[src/rtl/elev_pkg.sv]
// Shared elevator definitions: button debouncer state encoding and the
// floor-index width helper also used by the motion FSM.
package elev_pkg;

  typedef enum logic [1:0] {
    STABLE_LO = 2'd0,
    CNT_HI    = 2'd1,
    STABLE_HI = 2'd2,
    CNT_LO    = 2'd3
  } db_state_e;

  function automatic int floor_w(input int floors);
    return (floors > 1) ? $clog2(floors) : 1;
  endfunction

endpackage

[src/rtl/btn_debounce.sv]
// Single-button debouncer: a level change is accepted only after DEBOUNCE_CYCLES
// consecutive samples at the new level; a 1-cycle press pulse marks low->high.
//
// state     | meaning
// STABLE_LO | accepted level 0, raw agrees
// CNT_HI    | accepted level 0, counting consecutive raw=1 samples
// STABLE_HI | accepted level 1, raw agrees
// CNT_LO    | accepted level 1, counting consecutive raw=0 samples
module btn_debounce
  import elev_pkg::*;
#(
  parameter int DEBOUNCE_CYCLES = 4
) (
  input  logic clk,
  input  logic reset,
  input  logic raw,
  output logic level,
  output logic press_pulse
);

  localparam int CNT_W = $clog2(DEBOUNCE_CYCLES + 1);
  localparam logic [CNT_W-1:0] CNT_LOAD = CNT_W'(DEBOUNCE_CYCLES - 1);
  localparam logic [CNT_W-1:0] CNT_TC   = CNT_W'(1);

  db_state_e        state_q, state_d;
  logic [CNT_W-1:0] cnt_q, cnt_d;
  logic             level_q, level_d;
  logic             pulse_q, pulse_d;

  // Down-counter holds the samples still needed; the first sample is taken on entry.
  always_comb begin
    state_d = state_q;
    cnt_d   = cnt_q;
    level_d = level_q;
    pulse_d = 1'b0;
    case (state_q)
      STABLE_LO: if (raw) begin
        if (DEBOUNCE_CYCLES == 1) begin
          state_d = STABLE_HI;
          level_d = 1'b1;
          pulse_d = 1'b1;
        end else begin
          state_d = CNT_HI;
          cnt_d   = CNT_LOAD;
        end
      end
      CNT_HI: begin
        if (!raw) begin
          state_d = STABLE_LO;
          cnt_d   = '0;
        end else if (cnt_q == CNT_TC) begin
          state_d = STABLE_HI;
          cnt_d   = '0;
          level_d = 1'b1;
          pulse_d = 1'b1;
        end else begin
          cnt_d = cnt_q - 1'b1;
        end
      end
      STABLE_HI: if (!raw) begin
        if (DEBOUNCE_CYCLES == 1) begin
          state_d = STABLE_LO;
          level_d = 1'b0;
        end else begin
          state_d = CNT_LO;
          cnt_d   = CNT_LOAD;
        end
      end
      CNT_LO: begin
        if (raw) begin
          state_d = STABLE_HI;
          cnt_d   = '0;
        end else if (cnt_q == CNT_TC) begin
          state_d = STABLE_LO;
          cnt_d   = '0;
          level_d = 1'b0;
        end else begin
          cnt_d = cnt_q - 1'b1;
        end
      end
      default: begin
        state_d = STABLE_LO;
        cnt_d   = '0;
        level_d = 1'b0;
      end
    endcase
  end

  always_ff @(posedge clk or negedge reset) begin
    if (!reset) begin
      state_q <= STABLE_LO;
      cnt_q   <= '0;
      level_q <= 1'b0;
      pulse_q <= 1'b0;
    end else begin
      state_q <= state_d;
      cnt_q   <= cnt_d;
      level_q <= level_d;
      pulse_q <= pulse_d;
    end
  end

  assign level       = level_q;
  assign press_pulse = pulse_q;

endmodule

[src/rtl/call_request_bank.sv]
// Floor-call register: debounced cabin/hall buttons latched as pending calls until
// the controller clears them, with above/below/here summaries for direction choice.
module call_request_bank
  import elev_pkg::*;
#(
  parameter int  FLOORS          = 8,
  parameter int  DEBOUNCE_CYCLES = 4,
  parameter int  CANCEL_EN       = 1,
  localparam int FLOOR_W         = floor_w(FLOORS)
) (
  input  logic               clk,
  input  logic               reset,
  input  logic [FLOORS-1:0]  btn_in,
  input  logic [FLOORS-2:0]  btn_up_out,
  input  logic [FLOORS-1:1]  btn_down_out,
  input  logic [FLOORS-1:0]  inactivate_in_levels,
  input  logic [FLOORS-2:0]  inactivate_out_up_levels,
  input  logic [FLOORS-1:1]  inactivate_out_down_levels,
  input  logic [FLOOR_W-1:0] current_floor,
  output logic [FLOORS-1:0]  active_in_levels,
  output logic [FLOORS-2:0]  active_out_up_levels,
  output logic [FLOORS-1:1]  active_out_down_levels,
  output logic               req_above,
  output logic               req_below,
  output logic               req_here,
  output logic               new_request
);

  logic [FLOORS-1:0] cab_press, cab_level_unused;
  logic [FLOORS-2:0] up_press,  up_level_unused;
  logic [FLOORS-1:1] dn_press,  dn_level_unused;

  for (genvar i = 0; i < FLOORS; i++) begin : g_cab
    btn_debounce #(.DEBOUNCE_CYCLES(DEBOUNCE_CYCLES)) u_db (
      .clk(clk), .reset(reset), .raw(btn_in[i]),
      .level(cab_level_unused[i]), .press_pulse(cab_press[i]));
  end
  for (genvar i = 0; i < FLOORS - 1; i++) begin : g_up
    btn_debounce #(.DEBOUNCE_CYCLES(DEBOUNCE_CYCLES)) u_db (
      .clk(clk), .reset(reset), .raw(btn_up_out[i]),
      .level(up_level_unused[i]), .press_pulse(up_press[i]));
  end
  for (genvar i = 1; i < FLOORS; i++) begin : g_dn
    btn_debounce #(.DEBOUNCE_CYCLES(DEBOUNCE_CYCLES)) u_db (
      .clk(clk), .reset(reset), .raw(btn_down_out[i]),
      .level(dn_level_unused[i]), .press_pulse(dn_press[i]));
  end

  logic [FLOORS-1:0] active_in_q, active_in_d;
  logic [FLOORS-2:0] active_up_q, active_up_d;
  logic [FLOORS-1:1] active_dn_q, active_dn_d;
  logic              new_request_q, new_request_d;

  // Controller clear takes priority over a press landing in the same cycle.
  always_comb begin
    active_in_d = active_in_q;
    active_up_d = active_up_q;
    active_dn_d = active_dn_q;
    for (int i = 0; i < FLOORS; i++) begin
      if (inactivate_in_levels[i])
        active_in_d[i] = 1'b0;
      else if (cab_press[i])
        active_in_d[i] = (CANCEL_EN != 0) ? ~active_in_q[i] : 1'b1;
    end
    for (int i = 0; i < FLOORS - 1; i++) begin
      if (inactivate_out_up_levels[i])
        active_up_d[i] = 1'b0;
      else if (up_press[i])
        active_up_d[i] = 1'b1;
    end
    for (int i = 1; i < FLOORS; i++) begin
      if (inactivate_out_down_levels[i])
        active_dn_d[i] = 1'b0;
      else if (dn_press[i])
        active_dn_d[i] = 1'b1;
    end
    new_request_d = (|(active_in_d & ~active_in_q)) |
                    (|(active_up_d & ~active_up_q)) |
                    (|(active_dn_d & ~active_dn_q));
  end

  always_ff @(posedge clk or negedge reset) begin
    if (!reset) begin
      active_in_q   <= '0;
      active_up_q   <= '0;
      active_dn_q   <= '0;
      new_request_q <= 1'b0;
    end else begin
      active_in_q   <= active_in_d;
      active_up_q   <= active_up_d;
      active_dn_q   <= active_dn_d;
      new_request_q <= new_request_d;
    end
  end

  // Missing hall buttons (up at the top floor, down at the bottom) read as 0.
  logic [FLOORS-1:0] any_call;
  assign any_call = active_in_q | {1'b0, active_up_q} | {active_dn_q, 1'b0};

  always_comb begin
    req_above = 1'b0;
    req_below = 1'b0;
    req_here  = 1'b0;
    for (int i = 0; i < FLOORS; i++) begin
      if (i > int'(current_floor))  req_above = req_above | any_call[i];
      if (i < int'(current_floor))  req_below = req_below | any_call[i];
      if (i == int'(current_floor)) req_here  = any_call[i];
    end
  end

  assign active_in_levels       = active_in_q;
  assign active_out_up_levels   = active_up_q;
  assign active_out_down_levels = active_dn_q;
  assign new_request            = new_request_q;

endmodule

[config.mk]
export PLATFORM = sky130hd
export DESIGN_NAME = call_request_bank
export DESIGN_NICKNAME = d
export VERILOG_FILES = /design/src/rtl/elev_pkg.sv /design/src/rtl/btn_debounce.sv /design/src/rtl/call_request_bank.sv
export SDC_FILE = /design/constraint.sdc
export NUM_CORES = 1
export LEC_CHECK = 0
export ABC_AREA = 1
export CAP_MARGIN = 20
export CORE_ASPECT_RATIO = 0.8
export CORE_MARGIN = 3
export CORE_UTILIZATION = 52
export DETAILED_ROUTE_END_ITERATION = 6
export HOLD_SLACK_MARGIN = 0.03
export PLACE_DENSITY = 0.79
export SYNTH_ARGS = -nofsm -noshare
export SYNTH_HDL_FRONTEND = slang
export SYNTH_SLANG_ARGS = --single-unit
[constraint.sdc]
create_clock -name clk -period 1.3 [get_ports clk]
set_input_delay 0.13 -clock clk [delete_from_list [all_inputs] [get_ports clk]]
set_output_delay 0.13 -clock clk [all_outputs]
set_load 0.01 [all_outputs]
# Yosys cells after proc, flatten, opt, wreduce, memory -nomap -nowiden
# Cells that the tools add are included.
[word_totals] register_bits=155 input_bits=49 output_inout_bits=26
[op_classes] addsub=22 order_cmp=14 eq_ne=183 muxes=418 bitwise=30 n_reduce_logical=70
[op_table] cell="2-to-1 mux 3 bit" n=110
[op_table] cell="2-to-1 mux 2 bit" n=132
[op_table] cell="case mux 3 bit (4 select lines)" n=22
[op_table] cell="case mux 2 bit (4 select lines)" n=22
[op_table] cell="2-to-1 mux 1 bit" n=132
[op_table] cell="inequality test 3 x 2 -> 1 bit (second input constant)" n=44
[op_table] cell="equality test 2 bit (second input constant)" n=44
[op_table] cell="inequality test 2 bit (second input constant)" n=44
[op_table] cell="AND reduction 4 bit" n=22
[op_table] cell="equality test 3 x 1 -> 1 bit (second input constant)" n=22
[op_table] cell="subtractor 3 x 1 -> 3 bit (second input constant)" n=22
[op_table] cell="equality test 2 x 1 -> 1 bit (second input constant)" n=22
[op_table] cell="zero test 2 bit" n=22
[op_table] cell="AND reduction 2 bit" n=22
[op_table] cell="bitwise AND 7 bit" n=2
[op_table] cell="NOT 7 bit" n=2
[op_table] cell="bitwise OR 1 bit" n=14
[op_table] cell="OR reduction 7 bit" n=2
[op_table] cell="equality test 3 bit (first input constant)" n=4
[op_table] cell="greater-than comparator 3 bit (first input constant)" n=4
[op_table] cell="less-than comparator 3 bit (first input constant)" n=3
[op_table] cell="bitwise AND 8 bit" n=1
[op_table] cell="NOT 1 bit" n=8
[op_table] cell="NOT 8 bit" n=1
[op_table] cell="other kinds (10)" n=14

# Longest topological paths before layout
[logic_depth] depth_word=15 depth_mapped=13 depth_no_buf=13

# Hierarchy
# A second synthesis with hierarchy kept.
[hier_totals] hier_cells=1084 hier_area_um2=8922.3
[modules_own_cells] mod="btn_debounce (g_cab[1].u_db ...)" instances=21 cells_each=42 area_per_inst_um2=349.1 seq_area_each_um2=175.2
[modules_own_cells] mod="call_request_bank" instances=1 cells_each=160 area_per_inst_um2=1228.7 seq_area_each_um2=575.6
[modules_own_cells] mod="btn_debounce (g_cab[0].u_db)" instances=1 cells_each=42 area_per_inst_um2=362.8 seq_area_each_um2=175.2

# Worst setup path after synthesis
# No wires, ideal clock.
[synth_timing] kind="flip-flop to flip-flop" start="reg (tool-made name)" end="reg (tool-made name)" setup_time_ps=127 arrival_ps=1160 setup_slack_ps=13 stages_incl_launch_ff=5 n_path_buf=0 synth_period_minus_slack_ps=1287 path_cell_list="dfrtp_1 xor2_1 nand3_2 nand2_1 mux2_1"

# Final worst setup path
[layout_timing] start="reg active_in_q[1] (netlist: active_in_levels[1])" end="out req_above"
[layout_between] elab_chain_cells=15
[layout_rtl] item="start: declaration" line="call_request_bank.sv:49" source="logic [FLOORS-1:0] active_in_q, active_in_d;"
[layout_rtl] item="start signal: assignment" line="call_request_bank.sv:89" source="active_in_q <= active_in_d;"
[layout_rtl] item="bitwise OR 8 x 7 -> 8 bit *" line="call_request_bank.sv:98" source="assign any_call = active_in_q | {1'b0, active_up_q} | {active_dn_q, 1'b0};"
[layout_rtl] item="bitwise OR 8 bit *" line="call_request_bank.sv:98"
[layout_rtl] item="2-to-1 mux 1 bit *" line="call_request_bank.sv:105" source="if (i > int'(current_floor)) req_above = req_above | any_call[i];"
[layout_rtl] item="bitwise OR 1 bit" line="call_request_bank.sv:105"
[layout_rtl] item="2-to-1 mux 1 bit *" line="call_request_bank.sv:105"
[layout_rtl] item="bitwise OR 1 bit" line="call_request_bank.sv:105"
[layout_rtl] item="2-to-1 mux 1 bit *" line="call_request_bank.sv:105"
[layout_rtl] item="bitwise OR 1 bit" line="call_request_bank.sv:105"
[layout_rtl] item="2-to-1 mux 1 bit *" line="call_request_bank.sv:105"
[layout_rtl] item="bitwise OR 1 bit" line="call_request_bank.sv:105"
[layout_rtl] item="2-to-1 mux 1 bit *" line="call_request_bank.sv:105"
[layout_rtl] item="bitwise OR 1 bit" line="call_request_bank.sv:105"
[layout_rtl] item="2-to-1 mux 1 bit *" line="call_request_bank.sv:105"
[layout_rtl] item="bitwise OR 1 bit" line="call_request_bank.sv:105"
[layout_rtl] item="2-to-1 mux 1 bit *" line="call_request_bank.sv:105"
[layout_rtl] item="end: declaration" line="call_request_bank.sv:23" source="output logic req_above,"
# Every way passes the cells marked *; elsewhere a longest branch is shown, timed or not.

==> flow_metrics.tcl <==
set metrics [dict create \
    final-max-slew-violation-count 0 \
    drc_errors 0 \
    final.period_utilization 1.44 \
    drt.antenna.violating_nets 0 \
    groute.usage.overall 0.224 \
    p_per_area_nw_per_um2 2300 \
    drive_gt1_frac 0.231 \
    hpwlAfterDp_um 11800 \
    vias_per_cell 4.94 \
    fin_nets 1164 \
    cell_count_after_synthesis 872 \
    clock.fmax_ghz 0.533 \
    crit_path_cell_chain "nor2_1 > nand2_1 > nand2_1 > nand3_1 > nand2_1 > nand2_1 > nand2_1 > nand2_1 > nand2_1 > nand2_1 > nand2_1 > nand2_2 > buf_6" \
    clkSinkCount 155 \
    largest_net_degree_at_the_start_of_global_routing 43 \
    clock_path_buffers 2 \
    io_pins 75 \
    cts_tree "yes" \
    signal_arrival_time_at_the_worst_endpoint_ns 1.75 \
    synth_area_leaders "sky130_fd_sc_hd__dfrtp_1 (51%), sky130_fd_sc_hd__nand2_1 (9.3%), sky130_fd_sc_hd__inv_1 (7.6%)" \
    syn-num-nets 965 \
    number_of_antenna_violations_at_the_first_check_in_global_routing 1 \
    cp_slowest_cell "sky130_fd_sc_hd__dfrtp_1" \
    crit_required_ns 1.17 \
    grt_pass1_wl_um 28800 \
    end_kind "primary output" \
    totalNegativeSetupSlack_ns -1.85 \
    postSynthAreaPerCell_um2 8.68 \
    finalSetupViolCount 6 \
    clock_skew_ns 0.00533 \
    clock_insertion_delay_worst_skew_ns 0.42 \
    asr_flop_ratio_synth 1.00 \
    final_period_minus_worst_setup_slack_ns 1.88 \
    cp_slowest_stage_delay_ns 0.40 \
    ir_drop_uv 1480 \
    worst_setup_hold_path_clk_slew_ns 0.06 \
    fp.dieH_um 114 \
    antennaDiodeCount 0 \
    setup.worst_path.class "reg -> out" \
    mappedNetlistArea_um2 7570 \
    synth-edff-count 0 \
    fp.coreArea_um2 13900 \
    clockRootBuffer "sky130_fd_sc_hd__clkbuf_16" \
    dr.pass1.iters 4 \
    numPortBuffers 74 \
    cts_inserted_buffers 17 \
    min_path_type "in -> async" \
    fp.dieW_um 141 \
    areaGrowthSynthToFinish_pct 35.7 \
    yosys_warnings 0 \
    placementRows 38 \
    cp_max_fo 3 \
    start_kind "flop" \
    primary_flip_flop_cell_chosen_by_synthesis_mapping "sky130_fd_sc_hd__dfrtp_1" \
    globalplace.congestion 0.880 \
    failed_checks "negative setup slack" \
    synth.yosys.seq_area_share 0.512 \
    first_global_vias 6103 \
    grt_setup_unrepaired "yes" \
    drt-total-wl_um 17700 \
    synth_top_area_cell "sky130_fd_sc_hd__dfrtp_1" \
    leakage_uw 0.00526 \
    layout_setup_ws_ns -0.577 \
    fin_total_pwr_uw 23600 \
    detailroute.via_count 6232 \
    critPathMostFrequentCell "sky130_fd_sc_hd__nand2_1" \
    detailedPlace.worstSlack_ns -0.822 \
    outcome "finished with violations" \
    route.detailed.wl_per_inst_um 14.0 \
    synth.lib_cells_used.distinct 38 \
    slew-limit-headroom 0.712 \
    yosys_register_bits 155 \
    max_cap_violations 0 \
    floorplan.initialDensity 0.545 \
    timing_hold_violations_final 0 \
    clock_tree.htree_level_count 4 \
    floorplan.die_area_um2 16000 \
    gr-total-overflow 0 \
    drt-initial-drc-count 384 \
    least_margin_pin_slew_ns 0.429 \
    synth.top_cell.area_share 0.512 \
]
-- critical path: cells and delay by family, from the launching register on --
family	cells	cell delay, ns
simple gates	12	0.81
buf+inv	1	0.12
flops	1	0.40
-- worst paths after layout --
check,start,to,slack (ns),cells past startpoint
setup / recovery,active_in_levels[1],req_above,-0.58,13
hold / removal,reset,g_up[2].u_db.cnt_q[1],0.16,2
setup reg to reg,active_out_down_levels[6],new_request,-0.14,7
hold reg to reg,flop,g_cab[5].u_db.press_pulse,0.48,1
max in group asynchronous,reset,async pin,0.61,3
min in group clk,inactivate_out_up_levels[6],active_out_up_levels[6],0.28,2
-- area by class of cell --
cell class | instances | area, um^2
flip-flops and latches | 155 | 3880
fillers | 936 | 3610
multi-input cells | 551 | 3370
inverters | 166 | 627
clock buffers | 21 | 470
clock inverters | 8 | 143
well taps | 180 | 225
repair buffers | 180 | 1560
-- report_power, final --
part | switching [uW] | internal [uW]
Combinational | 5380 | 4550
Sequential | 1710 | 6720
Clock | 1880 | 3320
-- repair_timing --
action,in CTS,in global routing
gates resized for setup,126,85
pin swaps,7,19
hold endpoints to repair,155,0
setup buffers,6,13
hold buffers,1,0
setup endpoints to repair,29,40
-- cell usage after synthesis, types with 4 or more instances --
library cell	n
sky130_fd_sc_hd__xnor2_1	22
sky130_fd_sc_hd__ha_1	44
sky130_fd_sc_hd__o22ai_1	10
sky130_fd_sc_hd__o21ai_1	4
sky130_fd_sc_hd__nand4_1	4
sky130_fd_sc_hd__inv_2	5
sky130_fd_sc_hd__nand2_1	188
sky130_fd_sc_hd__or2_1	5
sky130_fd_sc_hd__dfrtp_1	155
sky130_fd_sc_hd__inv_1	154
sky130_fd_sc_hd__nor2_1	82
sky130_fd_sc_hd__o21ai_0	59
sky130_fd_sc_hd__o32ai_1	9
sky130_fd_sc_hd__nor3_1	24
sky130_fd_sc_hd__mux2_1	4
sky130_fd_sc_hd__nand3_1	30
sky130_fd_sc_hd__xor2_1	16
sky130_fd_sc_hd__a21oi_1	22
sky130_fd_sc_hd__clkinv_1	6
-- layer usage --
layer | share of wire | wire (um) | global-route usage
met3 | 0.060 | 1060 | 0.0595
met4 | 0.010 | 180 | 0.0562
met2 | 0.48 | 8510 | 0.367
met5 | 0.00074 | 13 | 0
met1 | 0.45 | 7910 | 0.299
-- kinds of logic (layout without fill, tap and decap cells) --
logic type | after synthesis | after routing | synth area share
fa+ha+maj | 44 | 44 | 0.0727
flops | 155 | 155 | 0.512
compound gates | 118 | 118 | 0.0906
simple gates | 347 | 347 | 0.192
buf+inv | 166 | 375 | 0.0825
mux | 4 | 4 | 0.00595
xor+xnor | 38 | 38 | 0.0440
-- per-stage QoR --
stage,utilization,std cells,cell area (um^2),hold WS (ns)
final,0.740,1261,10300,0.156
after global routing,0.740,1261,10300,0.170
after CTS,0.715,1251,9930,0.161
after detailed placement,0.669,1219,9280,0.0369
after global placement,0.669,1219,9280,0.0402
after floorplan,-,872,7570,-0.166
-- cells in the final DEF (no fill, tap or decap), drive strengths merged, types with 6 or more instances in the layout --
cell           count
nand3             32
o32ai              9
xor2              16
clkbuf            23
clkdlybuf4s50     45
o22ai             10
inv              162
nor2              84
nor3              26
or2                6
clkinv             7
o21ai             63
ha                44
dfrtp            155
nand2            190
buf              129
a21oi             22
xnor2             22
Note: power is estimated with default switching activity, not from simulation.
